$ cat src/rtl/sum_split.sv
// Round-robin scatter of a sample stream over five lane accumulators (sum and sum of squares),
// with frame counting and a done pulse. Define SUM_SPLIT_SIGNED_EN for two's-complement samples.
module sum_split #(
  parameter int DATA_W    = 16,
  parameter int FRAME_LEN = 1024
) (
  input  logic              clk,
  input  logic              reset,
  input  logic              start,
  input  logic              in_valid,
  output logic              in_ready,
  input  logic [DATA_W-1:0] in_data,
  output logic [63:0]       sum_0,
  output logic [63:0]       sum_1,
  output logic [63:0]       sum_2,
  output logic [63:0]       sum_3,
  output logic [63:0]       sum_4,
  output logic [63:0]       sum_square_0,
  output logic [63:0]       sum_square_1,
  output logic [63:0]       sum_square_2,
  output logic [63:0]       sum_square_3,
  output logic [63:0]       sum_square_4,
  output logic [31:0]       sample_cnt,
  output logic              busy,
  output logic              done
);

  localparam int LANES = 5;

  typedef enum logic [1:0] {
    IDLE  = 2'd0,
    ACCUM = 2'd1,
    FLUSH = 2'd2,
    DONE  = 2'd3
  } state_t;

  state_t      state_r;
  logic [63:0] sum_r [LANES];
  logic [63:0] sq_r  [LANES];
  logic [2:0]  ptr_r;
  logic [31:0] cnt_r;
  logic        in_ready_r;
  logic        busy_r;
  logic        done_r;
  logic [63:0] ext_s;
  logic [63:0] sq_s;

  function automatic logic [63:0] ext_f(input logic [DATA_W-1:0] d);
`ifdef SUM_SPLIT_SIGNED_EN
    ext_f = 64'($signed(d));
`else
    ext_f = 64'(d);
`endif
  endfunction

  // Extended sample and its square; the 64-bit product is exact since 2*DATA_W <= 64.
  always_comb begin
    ext_s = ext_f(in_data);
    sq_s  = ext_s * ext_s;
  end

  // Frame FSM, lane pointer, sample counter and lane accumulators.
  always_ff @(posedge clk) begin
    if (reset) begin
      state_r    <= IDLE;
      ptr_r      <= 3'd0;
      cnt_r      <= 32'd0;
      in_ready_r <= 1'b0;
      busy_r     <= 1'b0;
      done_r     <= 1'b0;
      for (int k = 0; k < LANES; k++) begin
        sum_r[k] <= 64'd0;
        sq_r[k]  <= 64'd0;
      end
    end else begin
      case (state_r)
        IDLE: begin
          done_r <= 1'b0;
          if (start) begin
            for (int k = 0; k < LANES; k++) begin
              sum_r[k] <= 64'd0;
              sq_r[k]  <= 64'd0;
            end
            ptr_r      <= 3'd0;
            cnt_r      <= 32'd0;
            in_ready_r <= 1'b1;
            busy_r     <= 1'b1;
            state_r    <= ACCUM;
          end
        end
        ACCUM: begin
          if (in_valid && in_ready_r) begin
            for (int k = 0; k < LANES; k++) begin
              if (ptr_r == 3'(k)) begin
                sum_r[k] <= sum_r[k] + ext_s;
                sq_r[k]  <= sq_r[k] + sq_s;
              end
            end
            ptr_r <= (ptr_r == 3'd4) ? 3'd0 : ptr_r + 3'd1;
            cnt_r <= cnt_r + 32'd1;
            if (cnt_r + 32'd1 == 32'(FRAME_LEN)) begin
              in_ready_r <= 1'b0;
              state_r    <= FLUSH;
            end
          end
        end
        // One idle cycle lets the merge stage register the final lane values.
        FLUSH: begin
          done_r  <= 1'b1;
          state_r <= DONE;
        end
        DONE: begin
          done_r  <= 1'b0;
          busy_r  <= 1'b0;
          state_r <= IDLE;
        end
        default: begin
          in_ready_r <= 1'b0;
          busy_r     <= 1'b0;
          done_r     <= 1'b0;
          state_r    <= IDLE;
        end
      endcase
    end
  end

  assign in_ready     = in_ready_r;
  assign busy         = busy_r;
  assign done         = done_r;
  assign sample_cnt   = cnt_r;
  assign sum_0        = sum_r[0];
  assign sum_1        = sum_r[1];
  assign sum_2        = sum_r[2];
  assign sum_3        = sum_r[3];
  assign sum_4        = sum_r[4];
  assign sum_square_0 = sq_r[0];
  assign sum_square_1 = sq_r[1];
  assign sum_square_2 = sq_r[2];
  assign sum_square_3 = sq_r[3];
  assign sum_square_4 = sq_r[4];

endmodule

$ cat config.mk
export PLATFORM = sky130hd
export DESIGN_NAME = sum_split
export DESIGN_NICKNAME = d
export VERILOG_FILES = /design/src/rtl/sum_split.sv
export SDC_FILE = /design/constraint.sdc
export NUM_CORES = 2
export LEC_CHECK = 0
export BUFFER_PORTS_ARGS = -buffer_cell sky130_fd_sc_hd__buf_2
export CAP_MARGIN = 20
export CORE_MARGIN = 8
export CORE_UTILIZATION = 40
export DETAILED_ROUTE_END_ITERATION = 12
export HOLD_SLACK_MARGIN = 0.05
export PLACE_DENSITY_LB_ADDON = 0.08
export SETUP_SLACK_MARGIN = 0.05
export SLEW_MARGIN = 40
export SYNTH_ARGS = -nofsm -noshare
export SYNTH_HDL_FRONTEND = slang
export SYNTH_SLANG_ARGS = --single-unit
$ cat constraint.sdc
create_clock -name clk -period 20.1 [get_ports clk]
set_clock_uncertainty 0.15 [all_clocks]
set_input_delay 1.005 -clock clk [delete_from_list [all_inputs] [get_ports clk]]
set_output_delay 1.005 -clock clk [all_outputs]
set_load 0.05 [all_outputs]
==> flow_summary.ini <==
[drt]
drt-initial-drc-count = 3186
ant_nets = 0
drc = 0
wl_um = 173000
vias = 44572
first_pass_iters = 5
route.layer.met1.wl_um = 75300
dr_wl_met2_um = 78400
highest_layer = met4
wire_per_inst_um = 21.7
dr_wl_met3_um = 13700
via_per_inst = 5.57

[timing]
rsz0062_at_grt = false
period_share_pct = 51.3
tightest_slew_ns = 0.813
maxSlewViolCount = 0
fin_crit_ns = 10.31
setup_viol = 0
timing_hold_violations_final = 0
relSlewSlack_pct = 45.3
fin_tns_setup_ns = 0
fmax_ghz = 0.0970

[global_routing]
grt_overflow_total = 0
antenna_found_initial = 0
grt_pass1_vias = 42502
grt_start_max_net_pins = 168
track_usage_pct = 23.2
grt_pass1_wl_um = 262000

[floorplan]
fp-row-count = 132
initial_core_util_pct = 40.4
dieArea_mm2 = 0.143
core-area_mm2 = 0.130
die_w_um = 378
fp.dieH_um = 378
io_pins = 695

[flow_run]
drv_cap = 0

[yosys]
synth_top_cell_by_area = edfxtp_1
synthesis.nets = 6117
synth_cell_types = 88
yosys_register_bits = 680
synth_commonest_cells = nor2_1 (648), edfxtp_1 (640), nand2_1 (459)
avgSynthCellArea_um2 = 9.39
ys_seq_area_share_pct = 38.2
syn_area_mm2 = 0.0524
synth_area_leaders = edfxtp_1 (37%), ha_1 (8.5%), fa_1 (6.3%)
synth_top_flop_cell = edfxtp_1
synth_warnings = 0
yosysTopAreaCellShare_pct = 36.7
synth_cells = 5577
yosysMostFrequentCell = nor2_1
synth-async-reset-ratio_pct = 0
synth_enable_flop_cells = 640

[worst_setup_path]
critPathSlowestCell = a2111oi_0
cp.arrival_ns = 10.60
cpMostUsedCell = inv_1
critPathRequiredTime_ns = 20.39
cp-end-kind = flop
cp-start-kind = input port
cp_slowest_stage_delay_ns = 0.64
worstSetupPathType = input port to flop
worstPathMaxFanout = 20

[finish]
areaGrowthSynthToFinish_pct = 16.3
nFillCells = 12686
drive_above_1_share_pct = 15.8
final_cell_area_mm2 = 0.0609
final_util_pct = 46.9
nets = 6728

[placed_design]
hpwl_um = 128000
gp_congestion = 0.909
portBuffers = 694
placed_cell_area_mm2 = 0.0580

[cts]
cts.sinks = 680
cts_resized = 0
clk_latency_ns = 0.68
cts_setup_buffers = 0
path_clk_slew_ns = 0.06
cts_buffers = 88
cts_root_buffer = clkbuf_16
cts_buffer_depth = 3
htreeDepth = 3
cts_tree = done
cts_hold_buf = 0

[status]
outcome = completed

[hold_path]
hold_path_class = flop to flop
-- cells in the final DEF (no fill, tap or decap), drive strengths merged, types with 13 or more instances in the layout --
cell	synthesis	layout
a2111o	13	13
a2111oi	23	23
a211oi	39	39
a21boi	16	16
a21o	142	142
a21oi	378	378
a311oi	16	16
a31o	14	14
a31oi	40	40
and2	105	105
and3	98	98
and4	31	31
buf	28	763
clkbuf	214	112
clkinv	0	37
dfxtp	40	40
edfxtp	640	640
fa	166	166
ha	354	354
inv	349	352
mux2i	39	39
nand2	459	459
nand2b	30	30
nand3	184	184
nand4	144	144
nor2	648	648
nor2b	48	48
nor3	122	122
nor3b	24	24
nor4	53	53
o211ai	35	35
o21a	45	45
o21ai	214	214
o21bai	32	32
o31ai	54	54
or2	13	13
or3	113	113
or4	59	59
xnor2	261	261
xor2	188	188
-- through the flow --
stage          hold WS (ns)  instances  setup WS [ns]
6_report              0.330       8002           9.79
2_1_floorplan         0.364       5577          10.81
5_1_grt               0.358       8001           9.07
3_3_place_gp          0.307       7830           9.23
4_1_cts               0.327       7999           9.82
3_5_place_dp          0.319       7838           9.11
-- cells by family (layout without fill, tap and decap cells) --
group	after synthesis	count (layout)	synth area share, %
buffers and inverters	591	1273	4.29
other	0	1	0
AOI/OAI and AO/OA	1133	1133	13.8
muxes	40	40	0.767
DFF	680	680	38.2
xor gates and xnor gates	449	449	7.51
and+or+nand+nor	2164	2164	20.6
adders and majority gates	520	520	14.8
-- sequential cells by signal, summed over array words and instances, names as in the netlist --
| signal | cells |
|---|---|
| sample_cnt | 32 |
| sum_r | 320 |
| ptr_r | 3 |
| state_r | 2 |
| busy | 1 |
| sq_r | 320 |
| done | 1 |
| in_ready | 1 |
-- per-layer routing --
layer / vias to the layer above / global-route usage (%)
met5: - / 0
met4: 0 / 7.73
met3: 238 / 5.85
met2: 1230 / 36.6
met1: 21658 / 31.2
li1: 21446 / -
-- worst max-delay path, delay by kind of cell --
kind            cells  cell delay (ns)
xor+xnor            1             0.56
compound gates      8             2.34
buf+inv             8             1.09
fa+ha+maj           8             3.20
simple gates        9             2.38
-- area by class of cell --
type | count | area (µm²) | area share (%)
diodes | 1 | 2.50 | 0.00411
clock inverters | 49 | 513 | 0.842
multi-input cells | 4306 | 30400 | 49.9
repair buffers | 763 | 4150 | 6.81
well taps | 1742 | 2180 | 3.58
inverters | 349 | 1310 | 2.15
flip-flops and latches | 680 | 20000 | 32.9
clock buffers | 112 | 2360 | 3.88
-- final timing paths --
kind / to / cells after the start / from / slack [ns]
max: sq_r[0][180]$_SDFFCE_PN0P_ / 34 / in_data[7] / 9.79
min: busy$_SDFFE_PP0P_ / 2 / busy$_SDFFE_PP0P_ / 0.33
max reg2reg: sum_r[0][146]$_SDFFCE_PN0P_ / 11 / state_r[1]$_SDFFE_PP0P_ / 15.39
min reg2reg: busy$_SDFFE_PP0P_ / 2 / busy$_SDFFE_PP0P_ / 0.33
Power is left out: the tool's default activity adds up to more than one toggle a clock period on the data nets, which glitch-free logic cannot reach.
